## config.mk

```make
export PLATFORM = sky130hd
export DESIGN_NAME = led_pattern_ctrl
export DESIGN_NICKNAME = d
export VERILOG_FILES = /design/src/rtl/led_pattern_ctrl.sv
export SDC_FILE = /design/constraint.sdc
export NUM_CORES = 1
export LEC_CHECK = 0
export CORE_UTILIZATION = 55
export CTS_BUF_LIST = sky130_fd_sc_hd__clkbuf_2 sky130_fd_sc_hd__clkbuf_4 sky130_fd_sc_hd__clkbuf_8
export DETAILED_ROUTE_END_ITERATION = 6
export PLACE_DENSITY_LB_ADDON = 0.3
export SYNTH_ARGS = -nofsm -noshare
export SYNTH_HDL_FRONTEND = slang
export SYNTH_SLANG_ARGS = --single-unit
export TNS_END_PERCENT = 5
```

## constraint.sdc

```tcl
create_clock -name clk -period 2.4 [get_ports clk]
set_input_delay 0.48 -clock clk [delete_from_list [all_inputs] [get_ports clk]]
set_output_delay 0.48 -clock clk [all_outputs]
set_load 0.005 [all_outputs]
```

## src/rtl/led_pattern_ctrl.sv

```systemverilog
// Switch-to-LED pattern controller: static/blink/chase/scroll patterns with a
// debounced push-button that toggles a global output invert.

module led_pattern_lane (
  input  logic clk,
  input  logic rst_n,
  input  logic pat,
  input  logic inv,
  output logic led
);
  always_ff @(posedge clk or negedge rst_n) begin
    if (!rst_n) led <= 1'b0;
    else        led <= pat ^ inv;
  end
endmodule

module led_pattern_ctrl #(
  parameter int N_LED        = 10,
  parameter int DEBOUNCE_CYC = 16,
  parameter int STEP_DIV     = 8
) (
  input  logic             clk,
  input  logic             rst_n,
  input  logic [N_LED-1:0] sw,
  input  logic             btn,
  input  logic [1:0]       mode,
  output logic [N_LED-1:0] led,
  output logic             inv
);
  localparam int DB_W  = $clog2(DEBOUNCE_CYC);
  localparam int ST_W  = $clog2(STEP_DIV);
  localparam int POS_W = $clog2(N_LED);
  localparam logic [DB_W-1:0]  DB_MAX  = DB_W'(DEBOUNCE_CYC - 1);
  localparam logic [ST_W-1:0]  ST_MAX  = ST_W'(STEP_DIV - 1);
  localparam logic [POS_W-1:0] POS_MAX = POS_W'(N_LED - 1);

  typedef enum logic [1:0] {M_STATIC, M_BLINK, M_CHASE, M_SCROLL} mode_e;

  // button: synchroniser, debounce, press-edge invert toggle
  logic [1:0]      btn_sync;
  logic            btn_s, btn_db;
  logic [DB_W-1:0] db_cnt;

  assign btn_s = btn_sync[1];

  always_ff @(posedge clk or negedge rst_n) begin
    if (!rst_n) begin
      btn_sync <= '0;
      btn_db   <= 1'b0;
      db_cnt   <= '0;
      inv      <= 1'b0;
    end else begin
      btn_sync <= {btn_sync[0], btn};
      if (btn_s == btn_db) begin
        db_cnt <= '0;
      end else if (db_cnt == DB_MAX) begin
        btn_db <= btn_s;
        db_cnt <= '0;
        if (btn_s) inv <= ~inv;
      end else begin
        db_cnt <= db_cnt + 1'b1;
      end
    end
  end

  // pattern state
  mode_e            mode_q, nxt_mode, mode_in;
  logic [ST_W-1:0]  step_cnt, nxt_step;
  logic             phase, nxt_phase, step;
  logic [POS_W-1:0] pos, nxt_pos;
  logic [N_LED-1:0] scroll, nxt_scroll, pat;

  assign mode_in = mode_e'(mode);
  assign step    = (step_cnt == ST_MAX);

  always_ff @(posedge clk or negedge rst_n) begin
    if (!rst_n) begin
      mode_q   <= M_STATIC;
      step_cnt <= '0;
      phase    <= 1'b0;
      pos      <= '0;
      scroll   <= '0;
    end else begin
      mode_q   <= nxt_mode;
      step_cnt <= nxt_step;
      phase    <= nxt_phase;
      pos      <= nxt_pos;
      scroll   <= nxt_scroll;
    end
  end

  // a mode change restarts the pattern and suppresses any step that cycle
  always_comb begin
    nxt_mode   = mode_q;
    nxt_step   = step_cnt;
    nxt_phase  = phase;
    nxt_pos    = pos;
    nxt_scroll = scroll;
    if (mode_in != mode_q) begin
      nxt_mode   = mode_in;
      nxt_step   = '0;
      nxt_phase  = 1'b0;
      nxt_pos    = '0;
      nxt_scroll = sw;
    end else begin
      nxt_step = step ? '0 : step_cnt + 1'b1;
      if (step) begin
        case (mode_q)
          M_BLINK:  nxt_phase  = ~phase;
          M_CHASE:  nxt_pos    = (pos == POS_MAX) ? '0 : pos + 1'b1;
          M_SCROLL: nxt_scroll = {scroll[N_LED-2:0], scroll[N_LED-1]};
          default:  ;
        endcase
      end
    end
  end

  always_comb begin
    pat = sw;
    case (mode_q)
      M_BLINK:  pat = phase ? '0 : sw;
      M_CHASE:  pat = N_LED'(1) << pos;
      M_SCROLL: pat = scroll;
      default:  pat = sw;
    endcase
  end

  for (genvar i = 0; i < N_LED; i++) begin : g_lane
    led_pattern_lane u_lane (
      .clk   (clk),
      .rst_n (rst_n),
      .pat   (pat[i]),
      .inv   (inv),
      .led   (led[i])
    );
  end
endmodule
```

; ---- Yosys cells after proc, flatten, opt, wreduce, memory -nomap -nowiden
; Cells that the tools add are included.
[word_totals]
output_inout_bits = 11
reg_bits = 38
elab_cells = 69
input_bits = 15
[classes]
eq_ne = 8
reduce_logical = 9
n_mux = 16
shifts = 1
bitwise_logic = 13
add_sub_neg = 3
[ops]
columns = op, count
row1 = 10-bit 2-to-1 mux, 4
row2 = 10-bit case mux with 3 select lines, 1
row3 = 4-bit 2-to-1 mux, 6
row4 = 1-bit by 4-bit << shifter with 10-bit output (first input constant), 1
row5 = 1-bit XOR, 10
row6 = 4-bit by 1-bit adder with 4-bit output (second input constant), 2
row7 = 4-bit equality test (second input constant), 2
row8 = 2-bit AND reduction, 4
row9 = 2-bit nonzero test, 4
row10 = 3-bit 2-to-1 mux, 2
row11 = 2-bit equality test (second input constant), 2
row12 = 3-bit by 1-bit adder with 3-bit output (second input constant), 1
row13 = 3-bit equality test (second input constant), 1
row14 = 1-bit 2-to-1 mux, 3
row15 = 1-bit NOT, 3
row16 = 3-bit AND reduction, 1
row17 = 2-bit by 1-bit equality test with 1-bit output (second input constant), 1
row18 = 2-bit != test, 1
row19 = 1-bit equality test, 1

; ---- Depth between registers and ports, before layout
; Gate-level depths: netlist of run 1.
[depth]
word_depth = 5
mapped_depth = 7
depth_no_buf = 6

; ---- Cells and area by module
; A second synthesis of run 1 with hierarchy kept.
[hier_totals]
cells_unflattened = 176
hier_area_um2 = 1871.8
[modules_own_cells]
columns = mod, cells_per_inst, n_inst, area_each_um2, seq_area_each_um2
row1 = led_pattern_ctrl, 156, 1, 1534.0, 700.7
row2 = led_pattern_lane, 2, 10, 33.8, 25.0

; ---- Worst setup path before layout of run 1
; Ideal clock, no wire load.
[synth_path]
path_kind = register to register
start = register step_cnt[0]
end = register pos[2]
required_time_ns = 2.327
period_less_slack_ns = 1.562
slack_ns = 0.838
stages_incl_launch_ff = 8
n_path_buf = 1
t_arrival_ns = 1.489
setup_ns = 0.073
path_cell_list = dfrtp_1 -> ha_1 -> ha_1 -> buf_2 -> nand2_1 -> or3_4 -> or2_1 -> a2bb2oi_2
[synth_via]
elab_chain_len = 3
[synth_rtl]
columns = item, line
row1 = from (decl), 68  ; logic [ST_W-1:0] step_cnt, nxt_step;
row2 = from (signal assigned), 85  ; step_cnt <= nxt_step;
row3 = 3-bit equality test, 74  ; assign step = (step_cnt == ST_MAX);
row4 = 2-bit nonzero test (no line), n/a
row5 = 2-bit AND reduction (no line), n/a
row6 = to (signal assigned), 87  ; pos <= nxt_pos;
row7 = to (decl), 70  ; logic [POS_W-1:0] pos, nxt_pos;
; Every way passes these cells.
; A chain may end at the register's enable or synchronous reset.

; ---- Final worst setup path of run 1
; Same ends and word-level chain as after synthesis.

==> results.ini, run 1 <==
[status]
status=completed

[floorplanning]
initial_utilization=0.584
die_h_um=62.2
die_x_um=62.2
die_area_um2=3870
core_area_um2=3420
rows=21
pin_count=26

[placement]
place_area_um2=2150
place.gp.congestion=0.757
pre_cts_slack_ps=256
port_buffers=25
place_hpwl_um=2570

[clocking]
cts_num_sinks=38
clk_pin_slew_ps=110
clk_latency_ps=350
cts.repair.resized=0
numCtsBuffers=5
htreeDepth=2
clockRootBuffer=clkbuf_4
post_cts_buffers=0
clock_path_buffers=2
cts_tree=built
hold_buffers=0

[worst_setup_path]
cp_slowest_cell=dfrtp_1
worstPathMaxFanout=6
path_delay_family=simple AND/OR/NAND/NOR gates
crit_chain=ha_1 -> ha_1 -> nand2_1 -> or3_4 -> or2_1 -> a2bb2oi_2
critPathKind=register to register
cp_data_arrival_time_ps=2050
worstSetupStartpointType=register
worstPathRequired_ps=2680
cpMostUsedCell=ha_1
crit_buf_inv=0
reg2reg_depth=6
timing.rr.end=pos[2]$_DFFE_PN0P_
cpPeakStageDelay_ps=370
endpoint_kind=register
r2r_slack_ps=620
r2r_start=step_cnt[0]$_DFF_PN0_

[grt]
grt.total_usage=0.211
grt_max_degree=39
antenna_found_initial=0
overflow=0
grt_pass1_vias=1377
grt_pass1_wl_um=6340

[power_and_ir_drop]
p_leak_nw=0.979
max-vdd-ir-drop_v=0.000245
power.density_nw_per_um2=541

[logic_synthesis]
synth_seq_area_share=0.477
yosys-top-cells-area=dfrtp_1 (48%), mux2i_1 (5.5%), xnor2_1 (4.8%)
synth_nets=203
yosys.area.top_type=dfrtp_1
synth_warnings=0
synth_cell_type_count=44
syn-cell-area_um2=1990
ys_ff_latch=38
syn_area_per_cell_um2=11.0
synth_top_cell_area_share=0.477
syn_inst=182

[final_layout]
diodes=0
drive_gt1_frac=0.108
most-common-layout-cells=dfrtp_1 (38), clkdlybuf4s50_1 (24), o21ai_0 (16), nand2_1 (15)
nNetsFinal=215
final_common_cell=dfrtp_1
area_growth_pct=10.5
stdcell_area_um2=2200

[sta]
worst_hold_slack_ps=209
clock_skew_ps=7.65
rsz0062_at_grt=false
period_minus_slack_ps=1780
timing.slew.headroom=0.461
setup_viol=0
fin_crit_sh=0.740
setup_tns_ps=0
worst_pin_slew_ps=809
final.setup.worst_slack_ps=625
slew_viol_final=0
hold_viol_final=0
max_freq_ghz=0.563

[detailed_routing]
drt-total-wl_um=3560
antenna_left=0
drt_iter0_drc=83
drc=0
first_pass_iters=4
vias=1379
wire_per_inst_um=14.8
vias_per_cell=5.75

[worst_hold_path]
min_path_type=primary input to asynchronous set/reset pin

[job]
drv_cap=0

-- area by class of cell --
type | count | area (µm²)
clock buffer | 5 | 37.5
clock inverter | 2 | 10.0
fill | 268 | 1210
inverter | 6 | 22.5
multi-input combinational | 117 | 871
sequential | 38 | 951
tap | 46 | 57.6
timing repair buffer | 26 | 253
-- through the flow --
stage	std cells	util	power [mW]
2_1_floorplan	182	-	0.833
3_3_place_gp	233	0.631	0.887
3_5_place_dp	233	0.631	0.896
4_1_cts	240	0.645	1.21
5_1_grt	240	0.645	1.26
6_report	240	0.645	1.19
-- logic make-up (layout without fill, tap and decap cells) --
group,Yosys count,in the layout,synth area share
and+or+nand+nor,47,47,0.142
AOI/OAI and AO/OA,39,39,0.140
DFF,38,38,0.477
buffers and inverters,27,39,0.0860
xor gates and xnor gates,14,14,0.0615
muxes,11,11,0.0552
adders and majority gates,6,6,0.0377
-- routing by layer --
layer	global-route usage	part of all wire
met4	0.0901	0.022
met1	0.272	0.42
met2	0.337	0.50
met3	0.0570	0.060
met5	0	0
-- synth_stat cells (all sizes together) --
library cell and number:
o21ai 16, nand2 16, a221oi 3, nor4b 1
nor2 6, nand3 2, xnor2 11, a2bb2oi 1
nor2b 2, a21o 2, nand4b 1, a311oi 1
mux2i 11, o22a 1, or2 2, nor3 3
nand2b 4, and2 3, nand3b 1, a222oi 4
a22oi 4, inv 6, o22ai 1, clkbuf 2
nor3b 3, ha 6, a22o 1, nor4 1
xor2 3, or3 1, dfrtp 38, buf 19
o21a 1, a21oi 4, nand4 1
-- sequential cells by signal, indices dropped and copies added (netlist names) --
name / count
db_cnt: 4
g_lane.u_lane.led: 10
phase: 1
inv: 1
btn_db: 1
step_cnt: 3
scroll: 10
mode_q: 2
pos: 4
btn_sync: 2
-- power by group --
group	internal [mW]	total, mW	switching (mW)
combinational	0.0923	0.168	0.0760
sequential	0.682	0.714	0.0314
clock	0.105	0.310	0.205
total	0.880	1.19	0.312
-- worst register-to-register path, stage by stage, from the launching register on --
cell       delay (ps)
dfrtp_1           370
ha_1              150
ha_1              330
nand2_1            90
or3_4             370
or2_1             250
a2bb2oi_2         130
-- worst max-delay path by stage --
| stage | from | end | slack (ps) | depth (start not counted) |
|---|---|---|---|---|
| floorplan | step_cnt[0]$_DFF_PN0_ | pos[2]$_DFFE_PN0P_ | 840 | 7 |
| global placement | mode[1] | scroll[1]$_DFFE_PN0P_ | 360 | 4 |
| detailed placement | mode[1] | scroll[9]$_DFFE_PN0P_ | 260 | 4 |
| CTS | step_cnt[0]$_DFF_PN0_ | pos[2]$_DFFE_PN0P_ | 610 | 6 |
| global route | mode[1] | scroll[2]$_DFFE_PN0P_ | 470 | 4 |
| finish | step_cnt[0]$_DFF_PN0_ | pos[2]$_DFFE_PN0P_ | 620 | 6 |
No activity file was read; power rests on OpenSTA's default activity.
==> run 2: changes to the inputs <==
--- a/config.mk
+++ b/config.mk
@@ -5,7 +5,7 @@
 export SDC_FILE = /design/constraint.sdc
 export NUM_CORES = 1
 export LEC_CHECK = 0
-export CORE_UTILIZATION = 55
+export CORE_UTILIZATION = 51
 export CTS_BUF_LIST = sky130_fd_sc_hd__clkbuf_2 sky130_fd_sc_hd__clkbuf_4 sky130_fd_sc_hd__clkbuf_8
 export DETAILED_ROUTE_END_ITERATION = 6
 export PLACE_DENSITY_LB_ADDON = 0.3
==> constraint.sdc (replaced) <==
create_clock -name clk -period 1.5 [get_ports clk]
set_input_delay 0.3 -clock clk [delete_from_list [all_inputs] [get_ports clk]]
set_output_delay 0.3 -clock clk [all_outputs]
set_load 0.005 [all_outputs]
==> run 2 against run 1 <==
  * The run now ends with negative setup slack left
  * Final cell count grew 8.8%
  * Combinational power grew 88%
  * Global-route usage grew 0.79 points
  * Non-clock buffer count grew 18
  * Worst hold slack gained 140 ps
  * Routed wire length grew 16%
  * Critical path type unchanged
  * Critical path depth is the same
  * Setup slack lost 700 ps
  * Utilization grew 1.8 points
  * Clock power grew 130%
  * First-iteration DRC count grew 22%
  * Die area grew 7.6%
  * Largest cell class unchanged
  * Critical endpoint unchanged
==> results.ini, run 2 (synthesis results as in run 1) <==
[status]
status=finished with violations
violations=negative setup slack

[sta]
worst_pin_slew_ps=449  ; -360 ps
slew_viol_final=0  ; unchanged
timing.slew.headroom=0.701  ; +0.240
clock_skew_ps=2.86  ; -4.79 ps
max_freq_ghz=0.636  ; +13%
hold_viol_final=0  ; unchanged
worst_hold_slack_ps=351  ; +143 ps
fin_crit_sh=1.05  ; +0.308
rsz0062_at_grt=true
final.setup.worst_slack_ps=-71.9  ; -697 ps
setup_viol=1  ; +1
period_minus_slack_ps=1570  ; -203 ps

[detailed_routing]
vias_per_cell=5.59  ; -2.7%
drc=0  ; unchanged
drt_iter0_drc=101  ; +22%
vias=1459  ; +5.8%
antenna_left=0  ; unchanged
wire_per_inst_um=15.7  ; +6.3%
first_pass_iters=4  ; unchanged
drt-total-wl_um=4110  ; +16%

[worst_setup_path]
r2r_slack_ps=-70  ; -700 ps
cpPeakStageDelay_ps=360  ; about the same
worstPathMaxFanout=4  ; -2
cp_data_arrival_time_ps=1790  ; -260 ps
cp_slowest_cell=dfrtp_1
critPathKind=register to register
endpoint_kind=register
timing.rr.end=pos[2]$_DFFE_PN0P_
crit_chain=ha_2 -> ha_4 -> nand2_1 -> or3_4 -> a311oi_2 -> a2bb2oi_2
worstPathRequired_ps=1720  ; -960 ps
worstSetupStartpointType=register
r2r_start=step_cnt[0]$_DFF_PN0_
reg2reg_depth=6  ; unchanged

[clocking]
htreeDepth=2  ; unchanged
clk_pin_slew_ps=70  ; -40 ps
clock_path_buffers=2  ; unchanged
clk_latency_ps=290  ; -60 ps
cts_tree=built
clockRootBuffer=clkbuf_8
numCtsBuffers=5  ; unchanged
cts_num_sinks=38  ; unchanged

[final_layout]
reg_top3=g_lane.u_lane.led x10, scroll x10
final_common_cell=dfrtp_1
area_growth_pct=23.5
diodes=0  ; unchanged
nNetsFinal=233  ; +8.4%
most-common-layout-cells=dfrtp_1 (36), clkdlybuf4s50_1 (24), buf_4 (16), nand2_1 (15)
drive_gt1_frac=0.225  ; +0.117

[grt]
antenna_found_initial=0  ; unchanged
overflow=0  ; unchanged
grt.total_usage=0.219  ; +0.00790
grt_pass1_wl_um=6880  ; +8.5%
grt_pass1_vias=1588  ; +15%
grt_max_degree=25  ; -36%

[floorplanning]
initial_utilization=0.536  ; -0.0472
pin_count=26  ; unchanged
die_h_um=64.5  ; +3.7%
core_area_um2=3720  ; +8.8%
die_area_um2=4160  ; +7.6%
rows=22  ; +4.8%
die_x_um=64.5  ; +3.7%

[worst_hold_path]
hold_depth=0
min_from=btn_sync[0]$_DFF_PN0_
min_to=btn_sync[1]$_DFF_PN0_
min_path_type=register to register

[placement]
place_hpwl_um=2950  ; +15%
place.gp.congestion=0.871  ; +15%
pre_cts_slack_ps=-211  ; -467 ps
port_buffers=25  ; unchanged

[power_and_ir_drop]
power.density_nw_per_um2=886  ; +64%
p_leak_nw=1.08  ; +10%
max-vdd-ir-drop_v=0.000452  ; +84%

[job]
drv_cap=0  ; unchanged

run 2: changes by cell type in the layout (fill, tap and decap cells not counted), sizes merged:
| cell | previous run | this run |
|---|---|---|
| buf | 2 | 19 |
| clkinv | 2 | 1 |
| clkbuf | 5 | 6 |
| dlygate4sd3 | 0 | 1 |
| clkinvlp | 0 | 1 |
run 2: through the flow:
stage	instance area, µm²	utilization	std cells	setup TNS, ps	total power, mW
detailed placement	2300	0.620	251	-3210	1.46
CTS	2420	0.652	260	-56.1	2.19
global route	2460	0.662	261	-586	2.28
global placement	2300	0.620	251	-2290	1.44
finish	2460	0.662	261	-71.9	2.18
floorplan	2000	-	182	-27.3	1.33
run 2: area by class of cell:
class	count	area, µm²
clock buffer	6	82.6
timing repair buffer	44	415
sequential	38	953
multi-input combinational	117	915
tap	48	60.1
inverter	6	22.5
fill	271	1250
clock inverter	2	12.5
run 2: worst max path at each step:
| stage | start | to | slack, ps | cells after the start |
|---|---|---|---|---|
| 2_1_floorplan | step_cnt[0]$_DFF_PN0_ | pos[2]$_DFFE_PN0P_ | -30 | 7 |
| 3_3_place_gp | mode[1] | pos[2]$_DFFE_PN0P_ | -150 | 5 |
| 3_5_place_dp | mode[1] | pos[2]$_DFFE_PN0P_ | -210 | 5 |
| 4_1_cts | step_cnt[0]$_DFF_PN0_ | pos[2]$_DFFE_PN0P_ | -50 | 6 |
| 5_1_grt | step_cnt[0]$_DFF_PN0_ | pos[2]$_DFFE_PN0P_ | -140 | 6 |
| 6_report | step_cnt[0]$_DFF_PN0_ | pos[2]$_DFFE_PN0P_ | -70 | 6 |
run 2: timing repair:
| item | CTS | global route |
|---|---|---|
| setup endpoints to repair | 15 | 21 |
| pin swaps | 1 | 2 |
| hold buffers | 1 | 0 |
| gates resized for setup | 4 | 12 |
| buffers inserted | 0 | 1 |
| hold endpoints to repair | 18 | 0 |
run 2: report_power, final:
group          internal [mW]  leakage, nW  switching [mW]
Sequential              1.09        0.480          0.0514
Clock                  0.369       0.0472           0.351
Combinational          0.176        0.554           0.139
run 2: worst max-delay path: cells and delay by family, from the launching register on:
family | cells | cell delay (ps)
adders and majority gates | 2 | 350
and+or+nand+nor | 2 | 410
DFF | 1 | 360
AOI/OAI and AO/OA | 2 | 390
run 2: metal layers:
layer,vias to the layer above,track usage,wire [µm]
met5,-,0,0
met4,0,0.103,49
met3,5,0.0440,188
met2,45,0.399,2200
met1,725,0.243,1670
li1,684,-,-
==> run 3: changes to the inputs <==
--- a/config.mk
+++ b/config.mk
@@ -12,4 +12,3 @@
 export SYNTH_ARGS = -nofsm -noshare
 export SYNTH_HDL_FRONTEND = slang
 export SYNTH_SLANG_ARGS = --single-unit
-export TNS_END_PERCENT = 5
==> run 3 against run 2 <==
  * The flow still finishes with violations (negative setup slack)
  * Non-clock buffer count up 1
  * Sequential power barely moved
  * Highest routed layer unchanged
  * Largest power group unchanged
  * Fmax up 0.12%
  * Global-route usage is the same
  * Combinational power up 1%
  * Critical endpoint unchanged
  * Power is 0.37% higher
  * Worst hold slack is essentially flat
==> results.ini, run 3 (synthesis results as in run 1) <==
[worst_hold_path]
min_path_type=register to register

[clocking]
numCtsBuffers=5  ; unchanged
clock_path_buffers=2  ; unchanged
clockRootBuffer=clkbuf_8
clk_latency_ps=290  ; about the same
cts_tree=built
htreeDepth=2  ; unchanged
cts_num_sinks=38  ; unchanged
clk_pin_slew_ps=70  ; about the same

[worst_setup_path]
startpoint=step_cnt[0]$_DFF_PN0_
path_delay_family=simple AND/OR/NAND/NOR gates
endpoint=pos[2]$_DFFE_PN0P_
reg2reg_depth=6  ; unchanged
cp.depth=6  ; unchanged
critPathKind=register to register
timing.rr.end=pos[2]$_DFFE_PN0P_
cp_data_arrival_time_ps=1790  ; about the same
worstPathMaxFanout=4  ; unchanged
worstPathRequired_ps=1720  ; about the same
endpoint_kind=register
crit_buf_inv=0  ; unchanged
r2r_slack_ps=-70  ; about the same
cp_slowest_cell=dfrtp_1
worstSetupStartpointType=register
crit_chain=ha_2 -> ha_4 -> nand2_2 -> or3_4 -> a311oi_2 -> a2bb2oi_2
cpPeakStageDelay_ps=360  ; about the same
r2r_start=step_cnt[0]$_DFF_PN0_

[status]
violations=negative setup slack
status=finished with violations

[floorplanning]
die_area_um2=4160  ; unchanged
rows=22  ; unchanged
pin_count=26  ; unchanged
die_h_um=64.5  ; unchanged
core_area_um2=3720  ; unchanged
die_x_um=64.5  ; unchanged
initial_utilization=0.536  ; unchanged

[final_layout]
final_common_cell=dfrtp_1
area_growth_pct=25.0
reg_top3=g_lane.u_lane.led x10, scroll x10
drive_gt1_frac=0.242  ; +0.0165
nNetsFinal=235  ; +0.86%
diodes=0  ; unchanged
stdcell_area_um2=2490  ; +1.3%
fill_cells=263  ; -3.0%
final_util=0.671  ; +0.00842
most-common-layout-cells=dfrtp_1 (36), clkdlybuf4s50_1 (24), buf_4 (15), nand2_1 (14), o21ai_0 (14)

[grt]
overflow=0  ; unchanged
grt_max_degree=25  ; unchanged
grt.total_usage=0.219  ; unchanged
grt_pass1_vias=1588  ; unchanged
grt_pass1_wl_um=6880  ; unchanged
antenna_found_initial=0  ; unchanged

[power_and_ir_drop]
power_mw=2.19  ; +0.37%
max-vdd-ir-drop_v=0.000454  ; +0.47%
p_leak_nw=1.10  ; +2.2%
power.density_nw_per_um2=878  ; -0.89%

[sta]
setup_viol=1  ; unchanged
clock_skew_ps=4.53  ; +1.66 ps
worst_hold_slack_ps=351  ; -0.0420 ps
fin_crit_sh=1.05  ; -0.00121
slew_viol_final=0  ; unchanged
hold_viol_final=0  ; unchanged
max_freq_ghz=0.637  ; +0.12%
worst_pin_slew_ps=450  ; +1.70 ps
final.setup.worst_slack_ps=-70.1  ; +1.81 ps
timing.slew.headroom=0.700  ; -0.00113
period_minus_slack_ps=1570  ; -1.81 ps
rsz0062_at_grt=true

[detailed_routing]
vias_per_cell=5.59  ; about the same
drt-total-wl_um=4220  ; +2.7%
drc=0  ; unchanged
first_pass_iters=4  ; unchanged
wire_per_inst_um=16.1  ; +2.0%
antenna_left=0  ; unchanged
drt_iter0_drc=92  ; -8.9%
vias=1471  ; +0.82%

[placement]
port_buffers=25  ; unchanged
place.gp.congestion=0.871  ; unchanged
pre_cts_slack_ps=-211  ; unchanged
place_hpwl_um=2950  ; unchanged
place_area_um2=2300  ; unchanged

[job]
drv_cap=0  ; unchanged

-- run 3: cell count changes in the layout (fill, tap and decap cells not counted), sizes merged --
cell   delta
buf       +1
nand2     +1
-- run 3: per-layer routing --
| layer | vias up | GRT usage | share of wire |
|---|---|---|---|
| met5 | - | 0 | 0 |
| met4 | 0 | 0.103 | 0.0069 |
| met3 | 4 | 0.0440 | 0.058 |
| met2 | 63 | 0.399 | 0.52 |
| met1 | 716 | 0.243 | 0.42 |
| li1 | 688 | - | - |
-- run 3: stage by stage --
| step | setup TNS (ps) | cells |
|---|---|---|
| after floorplan | -27.3 | 182 |
| after global placement | -2290 | 251 |
| after detailed placement | -3210 | 251 |
| after CTS | -56.1 | 260 |
| after global routing | -458 | 263 |
| final | -70.1 | 263 |
-- run 3: worst min path at each step --
| stage | start | endpoint | slack [ps] | cells past startpoint |
|---|---|---|---|---|
| final | btn_sync[0]$_DFF_PN0_ | btn_sync[1]$_DFF_PN0_ | 350 | 0 |
| after global routing | btn_sync[0]$_DFF_PN0_ | btn_sync[1]$_DFF_PN0_ | 370 | 0 |
| after CTS | btn_sync[0]$_DFF_PN0_ | btn_sync[1]$_DFF_PN0_ | 350 | 0 |
| after detailed placement | rst_n | g_lane[3].u_lane.led$_DFF_PN0_ | 270 | 1 |
| after global placement | rst_n | g_lane[3].u_lane.led$_DFF_PN0_ | 260 | 1 |
| after floorplan | rst_n | btn_db$_DFFE_PN0P_ | 4 | 0 |
-- run 3: report_power, final --
| group | switching, mW | internal (mW) |
|---|---|---|
| Sequential | 0.0518 | 1.09 |
| Clock | 0.354 | 0.369 |
| Combinational | 0.140 | 0.179 |
| Total | 0.546 | 1.64 |
-- run 3: cell type report --
class,count,area (µm²),share of cell area
Timing Repair Buffer,45,430,0.173
Inverter,6,22.5,0.00904
Clock inverter,2,12.5,0.00502
Clock buffer,6,82.6,0.0331
Tap cell,48,60.1,0.0241
Sequential cell,38,953,0.383
Multi-Input combinational cell,118,931,0.373
-- run 3: what timing repair did --
action	in CTS	in global routing
endpoints found under the hold margin	18	0
gates cloned	0	1
buffers inserted	0	2
hold buffers	1	0
gates resized for setup	4	13
pin swaps	1	7
endpoints found under the setup margin	15	21
